### src/rtl/imem_loader_pkg.sv
// Shared CPU definitions: PC reset address and the
// program-loader state encoding.
package imem_loader_pkg;

    localparam logic [15:0] PC_RESET_ADDR = 16'd10;
    localparam int          LD_MAX_WORDS  = 64;

    typedef enum logic [2:0] {
        CNT_HI,
        CNT_LO,
        DATA_HI,
        DATA_LO,
        CHK,
        DONE,
        ERR
    } ld_state_t;

endpackage

### src/rtl/imem_loader_if.sv
// Byte-stream handshake plus instruction-memory write port
// of the program loader.
interface imem_loader_if;
    import imem_loader_pkg::*;

    logic        in_valid;
    logic [7:0]  in_data;
    logic        in_ready;
    logic        im_we;
    logic [15:0] im_addr;
    logic [15:0] im_wdata;

    modport master (
        input  in_valid,
        input  in_data,
        output in_ready,
        output im_we,
        output im_addr,
        output im_wdata
    );

    modport slave (
        output in_valid,
        output in_data,
        input  in_ready,
        input  im_we,
        input  im_addr,
        input  im_wdata
    );

endinterface

### src/rtl/imem_loader.sv
// Program loader: pairs stream bytes into big-endian words,
// writes them to instruction memory and checks an XOR checksum.
module imem_loader
    import imem_loader_pkg::*;
#(
    parameter logic [15:0] BASE_ADDR = PC_RESET_ADDR,
    parameter int          MAX_WORDS = LD_MAX_WORDS
) (
    input  logic          Clock,
    input  logic          Reset,
    imem_loader_if.master bus,
    output logic          cpu_hold,
    output logic          done,
    output logic          error,
    output logic [15:0]   words_loaded
);

    ld_state_t   state;
    ld_state_t   state_nx;
    logic [15:0] count;
    logic [15:0] count_in;
    logic [15:0] wl_nx;
    logic [7:0]  hi_byte;
    logic [7:0]  xor_acc;
    logic        accept;
    logic        too_big;
    logic        last_word;

    assign bus.in_ready = (state != DONE) && (state != ERR);
    assign accept       = bus.in_valid && bus.in_ready;
    assign count_in     = {hi_byte, bus.in_data};
    assign too_big      = count_in > 16'(MAX_WORDS);
    assign wl_nx        = words_loaded + 16'd1;
    assign last_word    = (wl_nx == count);

    // State register
    always_ff @(posedge Clock or posedge Reset) begin
        if (Reset) state <= CNT_HI;
        else       state <= state_nx;
    end

    // Next-state decode, advancing only on an accepted byte
    always_comb begin
        state_nx = state;
        if (accept) begin
            unique case (state)
                CNT_HI:  state_nx = CNT_LO;
                CNT_LO: begin
                    if (too_big)
                        state_nx = ERR;
                    else if (count_in == 16'd0)
                        state_nx = CHK;
                    else
                        state_nx = DATA_HI;
                end
                DATA_HI: state_nx = DATA_LO;
                DATA_LO: state_nx = last_word ? CHK : DATA_HI;
                CHK: begin
                    if (bus.in_data == xor_acc)
                        state_nx = DONE;
                    else
                        state_nx = ERR;
                end
                default: state_nx = state;
            endcase
        end
    end

    // Registered status flags, following the state being entered
    always_ff @(posedge Clock or posedge Reset) begin
        if (Reset) begin
            done     <= 1'b0;
            error    <= 1'b0;
            cpu_hold <= 1'b1;
        end else begin
            done     <= (state_nx == DONE);
            error    <= (state_nx == ERR);
            cpu_hold <= (state_nx != DONE);
        end
    end

    // Byte capture: high byte, word count and running XOR
    always_ff @(posedge Clock or posedge Reset) begin
        if (Reset) begin
            hi_byte <= 8'd0;
            count   <= 16'd0;
            xor_acc <= 8'd0;
        end else if (accept) begin
            if (state != CHK)
                xor_acc <= xor_acc ^ bus.in_data;
            if (state == CNT_HI || state == DATA_HI)
                hi_byte <= bus.in_data;
            if (state == CNT_LO)
                count <= count_in;
        end
    end

    // Memory write port: one-cycle strobe, address steps after it
    always_ff @(posedge Clock or posedge Reset) begin
        if (Reset) begin
            bus.im_we    <= 1'b0;
            bus.im_addr  <= BASE_ADDR;
            bus.im_wdata <= 16'd0;
            words_loaded <= 16'd0;
        end else begin
            bus.im_we <= 1'b0;
            if (bus.im_we)
                bus.im_addr <= bus.im_addr + 16'd2;
            if (accept && state == DATA_LO) begin
                bus.im_we    <= 1'b1;
                bus.im_wdata <= {hi_byte, bus.in_data};
                words_loaded <= wl_nx;
            end
        end
    end

endmodule

### src/flat_wrapper.sv
// flat-port wrapper written by rule: the top's interface ports become plain ports
module imem_loader_flat import imem_loader_pkg::*;
#(
    parameter logic [15:0] BASE_ADDR = PC_RESET_ADDR,
    parameter int          MAX_WORDS = LD_MAX_WORDS
)
  (Clock, Reset, cpu_hold, done, error, words_loaded, bus_in_valid, bus_in_data, bus_in_ready, bus_im_we, bus_im_addr, bus_im_wdata);
  imem_loader_if bus_i ();
  input  logic Clock;
  input  logic Reset;
  output logic cpu_hold;
  output logic done;
  output logic error;
  output logic [15:0] words_loaded;
  input wire logic [$bits(bus_i.in_valid)-1:0] bus_in_valid;
  input wire logic [$bits(bus_i.in_data)-1:0] bus_in_data;
  output wire logic [$bits(bus_i.in_ready)-1:0] bus_in_ready;
  output wire logic [$bits(bus_i.im_we)-1:0] bus_im_we;
  output wire logic [$bits(bus_i.im_addr)-1:0] bus_im_addr;
  output wire logic [$bits(bus_i.im_wdata)-1:0] bus_im_wdata;
  assign bus_i.in_valid = bus_in_valid;
  assign bus_i.in_data = bus_in_data;
  assign bus_in_ready = bus_i.in_ready;
  assign bus_im_we = bus_i.im_we;
  assign bus_im_addr = bus_i.im_addr;
  assign bus_im_wdata = bus_i.im_wdata;
  imem_loader #(.BASE_ADDR(BASE_ADDR), .MAX_WORDS(MAX_WORDS)) u_core (.Clock(Clock), .Reset(Reset), .bus(bus_i), .cpu_hold(cpu_hold), .done(done), .error(error), .words_loaded(words_loaded));
endmodule
### config.mk
export PLATFORM = sky130hd
export DESIGN_NAME = imem_loader_flat
export DESIGN_NICKNAME = d
export VERILOG_FILES = /design/src/rtl/imem_loader_pkg.sv /design/src/rtl/imem_loader_if.sv /design/src/rtl/imem_loader.sv /design/src/flat_wrapper.sv
export SDC_FILE = /design/constraint.sdc
export NUM_CORES = 1
export LEC_CHECK = 0
export ABC_AREA = 1
export CORE_AREA = 3 3 92 94
export CTS_BUF_LIST = sky130_fd_sc_hd__clkbuf_2 sky130_fd_sc_hd__clkbuf_4 sky130_fd_sc_hd__clkbuf_8
export DETAILED_ROUTE_END_ITERATION = 6
export DIE_AREA = 0 0 95 97
export PLACE_DENSITY = 0.8
export SETUP_SLACK_MARGIN = 0.1
export SLEW_MARGIN = 20
export SYNTH_ARGS = -nofsm -noshare
export SYNTH_HDL_FRONTEND = slang
export SYNTH_SLANG_ARGS = --single-unit
### constraint.sdc
create_clock -name Clock -period 3.3 [get_ports Clock]
set_input_delay 0.66 -clock Clock [delete_from_list [all_inputs] [get_ports Clock]]
set_output_delay 0.66 -clock Clock [all_outputs]
set_load 0.02 [all_outputs]
After elaboration in Yosys (flattened, before gate mapping)
Cells that the tools add are included.
{"block": "classes", "add_sub_neg": 2, "mux": 7, "n_lt_le_gt_ge": 1, "bitwise": 1, "reduce_logical": 9, "eq_ne": 12}
{"op": "$add A16 B1 Y16 const B", "n": 1}
{"op": "$add A16 B2 Y16 const B", "n": 1}
{"op": "$eq A16 B16 Y1", "n": 1}
{"op": "$gt A16 B7 Y1 const B", "n": 1}
{"op": "$logic_not A16 Y1", "n": 1}
{"op": "$pmux W3 S5", "n": 1}
{"op": "$mux W3", "n": 4}
{"op": "$ne A3 B3 Y1 const B", "n": 4}
{"op": "$eq A3 B3 Y1 const B", "n": 3}
{"op": "$eq A8 B8 Y1", "n": 1}
{"op": "$xor A8 B8 Y8", "n": 1}
{"op": "$eq A3 B2 Y1 const B", "n": 2}
{"op": "$reduce_and A2 Y1", "n": 3}
{"op": "$eq A3 B1 Y1 const B", "n": 1}
{"op": "$logic_and A1 B1 Y1", "n": 3}
{"op": "$logic_not A3 Y1", "n": 1}
{"op": "$mux W2", "n": 1}
{"op": "$logic_or A1 B1 Y1", "n": 1}
{"op": "$mux W1", "n": 1}
{"block": "word_totals", "reg_bits": 87, "out_inout_bits": 53, "wordCells": 43, "in_bits": 11}

Logic depth before layout (Yosys ltp)
Gate-level depths: netlist of the first run.
{"block": "logic_depth", "depth_word": 6, "depth_mapped": 17, "mapped_depth_nobuf": 17}

Worst setup path after synthesis of the first run
No wires, ideal clock.
{"block": "synth_timing", "kind": "flip-flop to flip-flop", "start": "reg u_core.words_loaded[0]", "end": "reg u_core.done", "arrival_time_ns": 1.884, "slack_ns": 1.345, "setup_time_ns": 0.071, "path_buffers": 0, "stages_incl_launch_ff": 16, "required_time_ns": 3.229, "period_less_slack_ns": 1.955, "cell_sequence": "dfrtp_1 > ha_1 > nand2_1 > nor2_4 > nand3_1 > nand3_1 > nand2_1 > nor2_1 > nand2_1 > nor2_2 > nand3_1 > nand2_1 > nand2_1 > nand2_2 > nand2_1 > nor2_1"}
{"block": "synth_via", "elab_chain_cells": 6}
{"item": "start: declaration", "line_no": "imem_loader.sv:15", "source": "output logic [15:0] words_loaded"}
{"item": "start signal: assignment", "line_no": "imem_loader.sv:112", "source": "words_loaded <= wl_nx;"}
{"item": "$add A16 B1 Y16", "line_no": "imem_loader.sv:33", "source": "assign wl_nx = words_loaded + 16'd1;"}
{"item": "$eq A16 B16 Y1", "line_no": "imem_loader.sv:34", "source": "assign last_word = (wl_nx == count);"}
{"item": "$mux W3", "line_no": "imem_loader.sv:57", "source": "DATA_LO: state_nx = last_word ? CHK : DATA_HI;"}
{"item": "$pmux W3 S5", "line_no": "imem_loader.sv:46", "source": "unique case (state)"}
{"item": "$mux W3", "line_no": "imem_loader.sv:45", "source": "if (accept) begin"}
{"item": "$eq A3 B3 Y1", "line_no": "imem_loader.sv:76", "source": "done <= (state_nx == DONE);"}
{"item": "end signal: assignment", "line_no": "imem_loader.sv:76"}
{"item": "end: declaration", "line_no": "imem_loader.sv:13", "source": "output logic done,"}
No other way between the ends.
A chain may end at the register's enable or synchronous reset.

Worst setup path in the final report of the first run
{"block": "layout_timing", "start": "reg u_core.state[1]", "end": "out bus_in_ready"}
{"block": "layout_via", "elab_chain_cells": 2, "elab_cells_between_ends": 3, "cone_classes": "eq/ne: 2; reduce/logical: 1"}
{"item": "start: declaration", "line_no": "imem_loader.sv:18", "source": "ld_state_t state;"}
{"item": "start signal: assignment", "line_no": "imem_loader.sv:39", "source": "else state <= state_nx;"}
{"item": "$ne A3 B3 Y1", "line_no": "imem_loader.sv:29", "source": "assign bus.in_ready = (state != DONE) && (state != ERR);"}
{"item": "$logic_and A1 B1 Y1 *", "line_no": "imem_loader.sv:29"}
{"item": "end: declaration", "line_no": "flat_wrapper.sv:17", "source": "output wire logic [$bits(bus_i.in_ready)-1:0] bus_in_ready;"}
Mark *: on every way between the ends. The rest lies on a longest branch, timed or not.

==> metrics.cfg, run 1 <==
[clocking]
cts_made_buffers = 9
cts_tree = yes
post_cts_resized = 0
cts.sink_count = 86
clk_latency_ns = 0.35
clk_path_buf_depth = 2
cts_hold_buf = 0
ctsHtreeMaxLevel = 3
post-cts-setup-buffers = 0
cts_root_buffer = clkbuf_8
clk_pin_slew_ns = 0.08

[routing]
wl_met3_um = 609
drt-met1-wl_um = 4080
vias_per_cell = 5.27
dr_wl_met2_um = 4940
dr.pass1.iters = 5
wire_per_inst_um = 13.9
drc = 0
drt-total-wl_um = 9830
initialDrtViolationCount = 238
num_vias = 3729
route.antenna.remaining_nets = 0
highest_layer = met4

[critical_path]
cp-end-kind = primary output
cp_num_buf_inv = 2
worstPathCellList = nor2_1 > inv_1 > nand3_1 > clkdlybuf4s50_1
cp_slowest_cell = clkdlybuf4s50_1
critPathTopFamily = buffers and inverters
worstPathArrival_ns = 1.73
crit_fanout = 4
cp.required_ns = 2.64
crit_type = reg -> out
critPathMaxStageDelay_ns = 0.61
start_kind = register

[sta]
skew_ns = 0.00599
fmax_mhz = 418
setup_violations = 0
tns_ns = 0
slew_headroom_pct = 42.8
tightest_slew_ns = 0.853
finalHoldViolations = 0
post-route-min-period_ns = 2.39
final.period_utilization_pct = 72.5
slew_violations = 0
rsz0062_at_grt = false

[logic_synthesis]
synth_area_mm2 = 0.00427
ys_seq_area_share_pct = 50.5
yosys_warnings = 0
synth_seq_cells = 86
syn_nets = 551
syn_inst = 538
synthDistinctLibCells = 29
avgSynthCellArea_um2 = 7.94

[power_and_ir_drop]
ir_drop_v = 0.000282
p_leak_nw = 2.46
p_per_area_mw_per_mm2 = 398

[floorplan]
fp.dieW_um = 95
ios = 64
start_util_pct = 55.2
fp.dieArea_mm2 = 0.00922
fp.dieH_um = 97
core_mm2 = 0.00773
rows = 32

[cells_and_area]
diodes = 0
drive_gt1_share_pct = 5.79
nets = 613
layout_common_cells = 152 x nand2_1, 83 x dfrtp_1, 67 x inv_1
finish.utilization_pct = 68.1
layoutNonFillerInstCount = 707
final_area_mm2 = 0.00526
syn_to_final_growth_pct = 23.3
final_common_cell = nand2_1

[global_routing]
grt_usage_pct = 22.9
grt_start_max_net_pins = 49
grt-ovfl-total = 0
antenna_found_initial = 0
first_global_vias = 3581
grt_pass1_wl_um = 16800

[placed_design]
post_dp_cell_area_mm2 = 0.00499
dp_cells = 691
dp_hpwl_um = 7260
portBuffers = 62
place_congestion = 0.870

[run_status]
status = finished, final reports clean

[flow_run]
drv_cap = 0

[min_path]
hold_path.class = reg -> reg

==> sequential cells by signal, summed over array words and instances, names as in the netlist <==
signal               cells
u_core.words_loaded     16
u_core.bus.im_wdata     16
u_core.cpu_hold          1
u_core.count            16
u_core.xor_acc           8
u_core.done              1
u_core.bus.im_addr      15
u_core.bus.im_we         1
u_core.hi_byte           8
u_core.error             1
u_core.state             3
==> per-layer routing <==
| layer | vias to the layer above | global-route usage, % |
|---|---|---|
| li1 | 1834 | - |
| met1 | 1755 | 29.9 |
| met2 | 117 | 37.9 |
| met3 | 23 | 4.90 |
| met4 | 0 | 7.44 |
| met5 | - | 0 |
==> worst reg2reg max path, stage by stage, from the launching register on <==
cell and delay, ns:
dfrtp_1 0.46, ha_1 0.24, nand2_1 0.14, nor2_4 0.23, nand4_1 0.15, nand2_1 0.12
nand2_1 0.05, nand2_1 0.06, nand2_1 0.06, nor2_1 0.21, nand3_1 0.13, nand2_1 0.09
nand2_1 0.08, nand2_2 0.08, nand2_1 0.05, nor2_1 0.09
==> final timing paths <==
check / from / slack (ns) / depth (start not counted) / to
setup / recovery: u_core.state[1] / 0.91 / 4 / bus_in_ready
hold / removal: u_core.bus.im_addr[15] / 0.48 / 1 / u_core.bus.im_addr[15]
setup reg to reg: u_core.words_loaded[0] / 1.01 / 15 / u_core.done
hold reg to reg: u_core.bus.im_addr[15] / 0.48 / 1 / u_core.bus.im_addr[15]
max in group asynchronous: Reset / 1.86 / 3 / u_core.cpu_hold
min in group asynchronous: Reset / 0.72 / 2 / u_core.words_loaded[4]
==> final cells by class <==
cell class	count	area (um^2)
fillers	620	2460
well taps	102	128
clock inverters	4	120
repair buffers	64	648
flip-flops and latches	86	2160
multi-input cells	368	1790
clock buffers	12	153
inverters	71	268
==> cells in the mapped netlist <==
| cell type | count | area (um^2) |
|---|---|---|
| a21oi_1 | 3 | 15.0 |
| a31oi_1 | 1 | 6.26 |
| and2_1 | 2 | 12.5 |
| buf_1 | 1 | 3.75 |
| buf_4 | 2 | 15.0 |
| clkbuf_1 | 10 | 37.5 |
| clkinv_1 | 2 | 7.51 |
| conb_1 | 1 | 3.75 |
| dfrtp_1 | 83 | 2080 |
| dfstp_2 | 3 | 78.8 |
| ha_1 | 2 | 25.0 |
| inv_1 | 68 | 255 |
| inv_2 | 1 | 3.75 |
| nand2_1 | 152 | 571 |
| nand2_2 | 5 | 31.3 |
| nand3_1 | 46 | 230 |
| nand3b_1 | 3 | 22.5 |
| nand4_1 | 18 | 113 |
| nor2_1 | 33 | 124 |
| nor2_2 | 3 | 18.8 |
| nor2_4 | 3 | 33.8 |
| nor3_1 | 3 | 15.0 |
| nor4b_2 | 1 | 15.0 |
| o211ai_1 | 2 | 15.0 |
| o21a_1 | 1 | 7.51 |
| o21ai_0 | 64 | 320 |
| o21ai_1 | 2 | 10.0 |
| xnor2_1 | 5 | 43.8 |
| xor2_1 | 18 | 158 |
==> through the flow <==
step / hold WS (ns) / setup WS (ns) / power (W)
2_1_floorplan: 0.453 / 0.423 / 0.00110
3_3_place_gp: 0.464 / 0.995 / 0.00113
3_5_place_dp: 0.465 / 0.948 / 0.00113
4_1_cts: 0.480 / 0.894 / 0.00211
5_1_grt: 0.487 / 0.761 / 0.00216
6_report: 0.479 / 0.906 / 0.00210
==> kinds of logic (layout without fill, tap and decap cells) <==
logic type	after synthesis	in the layout	share of synthesized area, %
AO/OA/AOI/OAI	73	73	8.76
XOR/XNOR	23	23	4.72
adder cells (fa/ha/maj)	2	2	0.586
buffers and inverters	84	151	7.56
flip-flops	86	86	50.5
other	1	1	0.0878
AND/OR/NAND/NOR	269	269	27.8
==> power by group <==
group	internal (W)	leakage (nW)	total (W)	switching, W
registers	0.00105	1.13	0.00105	0
logic	0.0000173	1.19	0.0000544	0.0000372
clock network	0.000618	0.138	0.000988	0.000370
Note: power is estimated with default switching activity, not from simulation.
==> inputs of run 2 (changes only) <==
Clock period 3.3 ns to 2.4 ns, I/O delays scaled along.
==> metrics.cfg, run 2 (synthesized netlist as in run 1, its figures left out) <==
[critical_path]
r2r_start = u_core.words_loaded[1]  ; was u_core.words_loaded[0]
r2r_setup_slack_ns = 0.33  ; was 1.01 ns
crit_type = reg -> reg  ; was reg -> out
cp-end-kind = register  ; was primary output
crit_path_end = u_core.done  ; was bus_in_ready
cp.required_ns = 2.69  ; was 2.64 ns
crit_start = u_core.words_loaded[1]  ; was u_core.state[1]
crit_fanout = 5  ; was 4
start_kind = register  ; unchanged
worst-r2r-cell-count = 15  ; unchanged
r2r-end = u_core.done  ; unchanged
worstPathArrival_ns = 2.36  ; was 1.73 ns

[cells_and_area]
diodes = 0  ; unchanged
drive_gt1_share_pct = 7.38  ; was 5.79%
final_area_mm2 = 0.00525  ; was 0.00526 mm^2
nets = 618  ; was 613
top_regs = u_core.bus.im_wdata (16), u_core.count (16), u_core.words_loaded (16)  ; unchanged
fill_cells = 607  ; was 620
layout_common_cells = 151 x nand2_1, 82 x dfrtp_1, 67 x inv_1  ; was 152 x nand2_1, 83 x dfrtp_1, 67 x inv_1
final_common_cell = nand2_1  ; unchanged
syn_to_final_growth_pct = 23.0  ; was 23.3%

[min_path]
hold_path.class = reg -> reg  ; unchanged

[clocking]
cts_root_buffer = clkbuf_8  ; unchanged
clk_pin_slew_ns = 0.08  ; about the same
clk_path_buf_depth = 2  ; unchanged
cts_made_buffers = 9  ; unchanged
cts_tree = yes  ; unchanged
clk_latency_ns = 0.36  ; was 0.35 ns
cts.sink_count = 86  ; unchanged
ctsHtreeMaxLevel = 3  ; unchanged

[global_routing]
grt_start_max_net_pins = 87  ; was 49
first_global_vias = 3572  ; was 3581
antenna_found_initial = 0  ; unchanged
grt_usage_pct = 22.3  ; was 22.9%
grt-ovfl-total = 0  ; unchanged
grt_pass1_wl_um = 16300  ; was 16800 um

[floorplan]
fp.dieH_um = 97  ; unchanged
core_mm2 = 0.00773  ; unchanged
rows = 32  ; unchanged
fp.dieW_um = 95  ; unchanged
ios = 64  ; unchanged
start_util_pct = 55.2  ; unchanged
fp.dieArea_mm2 = 0.00922  ; unchanged

[routing]
route.antenna.remaining_nets = 0  ; unchanged
drt-total-wl_um = 9710  ; was 9830 um
vias_per_cell = 5.28  ; was 5.27
wire_per_inst_um = 13.6  ; was 13.9 um
dr.pass1.iters = 5  ; unchanged
initialDrtViolationCount = 261  ; was 238
num_vias = 3760  ; was 3729
drc = 0  ; unchanged

[sta]
fmax_mhz = 483
slew_headroom_pct = 43.7  ; was 42.8%
setup_violations = 0  ; unchanged
tightest_slew_ns = 0.838  ; was 0.853 ns
tns_ns = 0  ; unchanged
slew_violations = 0  ; unchanged
finalHoldViolations = 0  ; unchanged
final.period_utilization_pct = 86.3
post-route-min-period_ns = 2.07
rsz0062_at_grt = true  ; was false
skew_ns = 0.00825  ; was 0.00599 ns

[placed_design]
dp_hpwl_um = 6950  ; was 7260 um
portBuffers = 62  ; unchanged
place_congestion = 0.901  ; was 0.870
post_dp_cell_area_mm2 = 0.00501  ; was 0.00499 mm^2

[power_and_ir_drop]
p_total_w = 0.00257  ; was 0.00210 W
p_leak_nw = 2.46  ; about the same
ir_drop_v = 0.000445  ; was 0.000282 V
p_per_area_mw_per_mm2 = 489  ; was 398 mW/mm^2

[run_status]
status = finished, final reports clean  ; unchanged

[flow_run]
drv_cap = 0  ; unchanged

-- run 2: cell types whose count changed in the layout (fill, tap and decap cells not counted), sizes merged --
cell	delta
dlymetal6s2s	+1
bufinv	-3
clkinvlp	+3
nor2	+1
buf	+4
clkinv	+1
clkdlybuf4s50	-1
clkbuf	-1
-- run 2: timing repair --
action / in CTS / in global routing
endpoints found under the hold margin: 0 / 0
setup endpoints to repair: 0 / 5
hold buffers: 0 / 0
buffers inserted: 0 / 2
resized for setup: 0 / 7
-- run 2: area by class of cell --
cell class	instances	area (um^2)	area share [%]
clock buffers	11	145	2.76
well taps	102	128	2.43
clock inverters	5	58.8	1.12
multi-input cells	369	1810	34.5
flip-flops and latches	86	2160	41.1
repair buffers	68	681	13.0
inverters	71	270	5.15
-- run 2: power by group --
group          switching [W]  internal, W  leakage [nW]  total (W)
Combinational      0.0000511    0.0000239          1.23  0.0000750
Sequential                 0      0.00145          1.13    0.00145
Clock               0.000524     0.000521        0.0990    0.00105
Total               0.000575      0.00199          2.46    0.00257
-- run 2: worst min path at each step --
stage / start / to / cells after the start
finish: u_core.bus.im_addr[15] / u_core.bus.im_addr[15] / 1
global route: u_core.bus.im_addr[15] / u_core.bus.im_addr[15] / 1
CTS: u_core.bus.im_addr[15] / u_core.bus.im_addr[15] / 1
detailed placement: u_core.bus.im_addr[15] / u_core.bus.im_addr[15] / 1
global placement: u_core.bus.im_addr[15] / u_core.bus.im_addr[15] / 1
floorplan: u_core.count[10] / u_core.count[10] / 2
-- run 2: worst max-delay path: stages (launching register included) --
cell	delay [ns]
dfrtp_1	0.40
ha_2	0.22
nand2_2	0.11
nor2_4	0.20
nand3_1	0.13
nand3_1	0.11
nand2_1	0.06
nor2_1	0.10
nand2_1	0.09
nor2_4	0.14
nand3_1	0.08
nand2_1	0.07
nand2_1	0.08
nand2_2	0.09
nand2_1	0.05
nor2_1	0.09
-- run 2: metrics by stage --
step           util, %  setup WS, ns  std cells  hold WS (ns)
2_1_floorplan        -         0.445        538         0.453
3_3_place_gp      64.8         0.278        693         0.464
3_5_place_dp      64.8         0.215        693         0.467
4_1_cts           67.4         0.188        709         0.482
5_1_grt           68.0        0.0674        712         0.490
6_report          68.0         0.329        712         0.481
-- run 2: routing by layer --
metal  wire length [um]  global-route usage [%]  vias to the layer above
li1                   -                       -                     1853
met3                537                    4.82                       24
met4                221                    7.88                        0
met2               4620                    35.7                      140
met1               4330                    29.8                     1743
met5                  0                       0                        -
==> inputs of run 3 (changes only) <==
Settings changed: CORE_AREA 3 3 92 94 to 3 3 110 122, DIE_AREA 0 0 95 97 to 0 0 113 125, PLACE_DENSITY 0.8 to not set.
==> metrics.cfg, run 3 (synthesized netlist as in run 1, its figures left out) <==
[power_and_ir_drop]
clkPwrFrac_pct = 40.1  ; was 40.7%
ir_drop_v = 0.000279  ; was 0.000445 V
p_per_area_mw_per_mm2 = 476  ; was 489 mW/mm^2
power_frac_comb_pct = 3.0  ; was 2.9%
p_leak_nw = 2.48  ; was 2.46 nW
power_frac_seq_pct = 56.9  ; was 56.4%
cell_internal_pwr_w = 0.00198  ; was 0.00199 W
p_total_w = 0.00254  ; was 0.00257 W
switching_share_pct = 22.1  ; was 22.4%
net-switching-power_w = 0.000561  ; was 0.000575 W

[routing]
vias_per_cell = 4.82  ; was 5.28
dr.pass1.iters = 5  ; unchanged
initialDrtViolationCount = 208  ; was 261
route.antenna.remaining_nets = 0  ; unchanged
drt-total-wl_um = 10400  ; was 9710 um
wire_per_inst_um = 13.5  ; was 13.6 um
drc = 0  ; unchanged
num_vias = 3695  ; was 3760

[flow_run]
drv_cap = 0  ; unchanged

[floorplan]
fp.dieH_um = 125  ; was 97 um
core_mm2 = 0.0122  ; was 0.00773 mm^2
fp.dieArea_mm2 = 0.0141  ; was 0.00922 mm^2
start_util_pct = 35.0  ; was 55.2%
ios = 64  ; unchanged
rows = 42  ; was 32
fp.dieW_um = 113  ; was 95 um

[critical_path]
cp_num_buf_inv = 1  ; was 0
worstPathArrival_ns = 2.37  ; was 2.36 ns
r2r_setup_slack_ns = 0.33  ; about the same
critPathTopFamily = simple AND/OR/NAND/NOR gates  ; unchanged
start_kind = register  ; unchanged
worstPathCellList = ha_4 > nand2_2 > nor2_4 > buf_6 > nand3_1 > nand2_1 > nand2_1 > nor2_1 > nor2_1 > nand2_1 > nor2_2 > nand3_1 > nand2_1 > nand2_1 > nand2_2 > nand2_1 > nor2_1  ; was ha_2 > nand2_2 > nor2_4 > nand3_1 > nand3_1 > nand2_1 > nor2_1 > nand2_1 > nor2_4 > nand3_1 > nand2_1 > nand2_1 > nand2_2 > nand2_1 > nor2_1
crit_type = reg -> reg  ; unchanged
critPathMaxStageDelay_ns = 0.46  ; was 0.40 ns
cp-end-kind = register  ; unchanged
critical_path.most_common_cell = nand2_1  ; unchanged
crit_fanout = 5  ; unchanged
cp.required_ns = 2.70  ; was 2.69 ns
cp_slowest_cell = dfrtp_2  ; was dfrtp_1

[sta]
setup_violations = 0  ; unchanged
post-route-min-period_ns = 2.07  ; about the same
skew_ns = 0.00911  ; was 0.00825 ns
final.period_utilization_pct = 86.4  ; was 86.3%
tightest_slew_ns = 0.919  ; was 0.838 ns
rsz0062_at_grt = true  ; unchanged
slew_headroom_pct = 38.3  ; was 43.7%
fmax_mhz = 482  ; was 483 MHz
finalHoldViolations = 0  ; unchanged
slew_violations = 0  ; unchanged
tns_ns = 0  ; unchanged

[placed_design]
post_dp_cell_area_mm2 = 0.00507  ; was 0.00501 mm^2
portBuffers = 62  ; unchanged
place_congestion = 0.827  ; was 0.901
dp_cells = 747  ; was 693
dp_hpwl_um = 7540  ; was 6950 um

[min_path]
hold_path.class = reg -> reg  ; unchanged

[cells_and_area]
nets = 620  ; was 618
finish.utilization_pct = 43.8  ; was 68.0%
final_area_mm2 = 0.00534  ; was 0.00525 mm^2
top_regs = u_core.bus.im_wdata (16), u_core.count (16), u_core.words_loaded (16)  ; unchanged
final_common_cell = nand2_1  ; unchanged
syn_to_final_growth_pct = 25.0  ; was 23.0%
layout_common_cells = 150 x nand2_1, 81 x dfrtp_1, 67 x inv_1  ; was 151 x nand2_1, 82 x dfrtp_1, 67 x inv_1
diodes = 0  ; unchanged
layoutNonFillerInstCount = 766  ; was 712
drive_gt1_share_pct = 8.33  ; was 7.38%

[clocking]
cts_root_buffer = clkbuf_8  ; unchanged
cts_made_buffers = 9  ; unchanged
clk_latency_ns = 0.37  ; was 0.36 ns
cts_hold_buf = 0  ; unchanged
cts_tree = yes  ; unchanged
cts.sink_count = 86  ; unchanged
clk_pin_slew_ns = 0.08  ; about the same
clk_path_buf_depth = 2  ; unchanged
ctsHtreeMaxLevel = 3  ; unchanged

[global_routing]
grt_pass1_wl_um = 17800  ; was 16300 um
antenna_found_initial = 0  ; unchanged
first_global_vias = 3746  ; was 3572
grt_usage_pct = 15.5  ; was 22.3%
grt_start_max_net_pins = 47  ; was 87
grt-ovfl-total = 0  ; unchanged

[run_status]
status = finished, final reports clean  ; unchanged

[run 3: cell count changes in the layout (fill, tap and decap cells not counted), sizes merged]
cell / delta
clkbuf: +5
buf: +3
clkinv: -2
clkinvlp: -2
bufinv: -1
nor2: -1
[run 3: path summary, 6_finish.rpt]
| check | startpoint | to | cells after the start |
|---|---|---|---|
| min in group asynchronous | Reset | u_core.words_loaded[3] | 3 |
| min reg2reg | u_core.count[10] | u_core.count[10] | 2 |
| max reg2reg | u_core.words_loaded[1] | u_core.done | 17 |
| min | u_core.count[10] | u_core.count[10] | 2 |
| max in group asynchronous | Reset | u_core.words_loaded[1] | 3 |
| max | u_core.words_loaded[1] | u_core.done | 17 |
[run 3: metal layers]
| layer | global-route usage, % | wire length, um | up-vias |
|---|---|---|---|
| li1 | - | - | 1859 |
| met1 | 20.0 | 4680 | 1738 |
| met2 | 24.9 | 4920 | 80 |
| met3 | 3.53 | 508 | 18 |
| met4 | 6.72 | 249 | 0 |
| met5 | 0 | 0 | - |
[run 3: layout make-up]
cell class | instances | area, um^2
fill | 1262 | 6850
inverter | 71 | 270
timing repair buffer | 71 | 698
sequential | 86 | 2160
clock buffer | 16 | 195
multi-input combinational | 368 | 1820
tap | 154 | 193
[run 3: worst reg2reg max path, cell delays in order, from the launching register on]
cell and delay, ns:
dfrtp_2 0.46, ha_4 0.19, nand2_2 0.10, nor2_4 0.07, buf_6 0.13, nand3_1 0.10, nand2_1 0.06, nand2_1 0.09
nor2_1 0.05, nor2_1 0.07, nand2_1 0.07, nor2_2 0.15, nand3_1 0.10, nand2_1 0.08, nand2_1 0.08, nand2_2 0.08
nand2_1 0.05, nor2_1 0.10
[run 3: what timing repair did]
item                       in CTS  in global routing
setup endpoints to repair       0                  6
setup buffers                   0                  3
gates resized for setup         0                 15
[run 3: through the flow]
step	hold WS (ns)	setup WS, ns
finish	0.491	0.327
global route	0.522	0.0873
CTS	0.499	0.115
detailed placement	0.478	0.169
global placement	0.462	0.207
floorplan	0.453	0.445
[run 3: power groups by stage]
stage | sequential (W) | clock (W) | combinational (W)
3_5_place_dp | 0.00148 | 0 | 0.0000787
6_report | 0.00145 | 0.00102 | 0.0000760
5_1_grt | 0.00145 | 0.00111 | 0.0000864
2_1_floorplan | 0.00148 | 0 | 0.0000385
3_3_place_gp | 0.00148 | 0 | 0.0000765
4_1_cts | 0.00145 | 0.00106 | 0.0000788
==> RTL edit (flow settings as in run 1) <==
The 7 states of `ld_state_t` get a Gray code encoding in 3 bits.
--- a/src/rtl/imem_loader_pkg.sv
+++ b/src/rtl/imem_loader_pkg.sv
@@ -8,9 +8,9 @@
     typedef enum logic [2:0] {
-        CNT_HI,
-        CNT_LO,
-        DATA_HI,
-        DATA_LO,
-        CHK,
-        DONE,
-        ERR
+        CNT_HI  = 3'b000,
+        CNT_LO  = 3'b001,
+        DATA_HI = 3'b011,
+        DATA_LO = 3'b010,
+        CHK     = 3'b110,
+        DONE    = 3'b111,
+        ERR     = 3'b101
     } ld_state_t;
Check against the original RTL: no difference found for any inputs over 4 cycles, from zero or initial values and one cycle with Reset high; so few cycles prove little.
==> RTL edit against run 1 <==
- area after synthesis up 1.7%
- worst hold slack improved by 0.0068 ns
- global-route usage fell by 0.086 points
- routed wire length shrank 1.2%
- cell area about the same
- critical path depth increased by 12
- via count shrank 1.5%
- setup slack improved by 0.090 ns
- sequential cell count stayed put
Power is not compared: it rests on default switching activity, and its combinational part moved more than twofold at a synthesized area within 25%.
==> RTL edit: results (changes against run 1) <==
[status]
outcome = completed

[layout]
final_layout_size_suffix_gt1_share_pct = 8.80  ; +3.0 points
final_nets = 610  ; -0.49%
nonClockBufferCount = 66  ; +3.1%
nonClkBufAreaFrac_pct = 12.4  ; +0.045 points
multiInputGateArea_um2 = 1880  ; +5.2%
clkCellAreaFrac_pct = 3.68  ; -1.5 points
multi_input_area_share_pct = 35.8  ; +1.8 points

[setup_path]
startpoint = u_core.words_loaded[0]$_DFFE_PP0P_
cpMaxStageDelayCell = dfrtp_1
max_stage_delay_ns = 0.49  ; -0.12 ns
cp_max_fo = 8  ; +4
worstPathArrival_ns = 2.53  ; +0.80 ns
r2r-end = u_core.error$_DFF_PP0_
critPathKind = register to register
reg2reg_depth = 16  ; +1

[global_route]
grt_use_met2_pct = 37.7  ; -0.11 points
track_usage_pct = 22.9  ; -0.086 points
first_global_vias = 3787  ; +5.8%

[sta]
worst_slack_ns = 0.997  ; +0.0904 ns
hold-worst-slack_ns = 0.486  ; +0.00676 ns

[logic_synthesis]
synth_fa_ha_area_share_pct = 0.576  ; -0.010 points
synth_common_cells = nand2_1 (154), dfrtp_1 (83), inv_1 (63)
ys_types = 32  ; +10%
syn_inst = 532  ; -1.1%
synth.area.top_cells = dfrtp_1 (48%), nand2_1 (13%), o21ai_0 (6.9%), inv_1 (5.4%), nand3_1 (4.8%)
synth-xor-area-share_pct = 5.39  ; +0.67 points

[routing]
wl_met1_um = 4390  ; +7.4%
routed-via-count = 3673  ; -1.5%
wl_per_cell_um = 13.8  ; -0.79%
drt_pass1_iterations = 4  ; -1

[placement]
placed_area_um2 = 5070  ; +1.6%
placed_cells = 688  ; -0.43%

==> RTL edit: cell count changes in the layout (fill, tap and decap cells not counted), moves of 3 or more <==
cell | before | now
nand3_1 | 46 | 42
nand4_1 | 18 | 13
inv_1 | 67 | 62
nand2_4 | 0 | 3
nor2_8 | 0 | 3
buf_4 | 1 | 4
nor2_1 | 33 | 29
o21ai_0 | 64 | 60
bufinv_16 | 4 | 1
==> RTL edit: cell families (layout without fill, tap and decap cells) <==
kind of cell               Yosys count  in the layout
and+or+nand+nor                    270            270
DFF                                 86             86
buffers and inverters               79            149
AOI/OAI and AO/OA                   69             69
xor gates and xnor gates            25             25
adders and majority gates            2              2
other                                1              1
==> RTL edit: power groups by stage <==
stage | combinational (mW) | clock [mW] | sequential [mW]
6_report | 0.210 | 0.738 | 1.10
5_1_grt | 0.233 | 0.784 | 1.11
4_1_cts | 0.213 | 0.750 | 1.10
3_5_place_dp | 0.212 | 0 | 1.12
3_3_place_gp | 0.205 | 0 | 1.12
2_1_floorplan | 0.0973 | 0 | 1.15
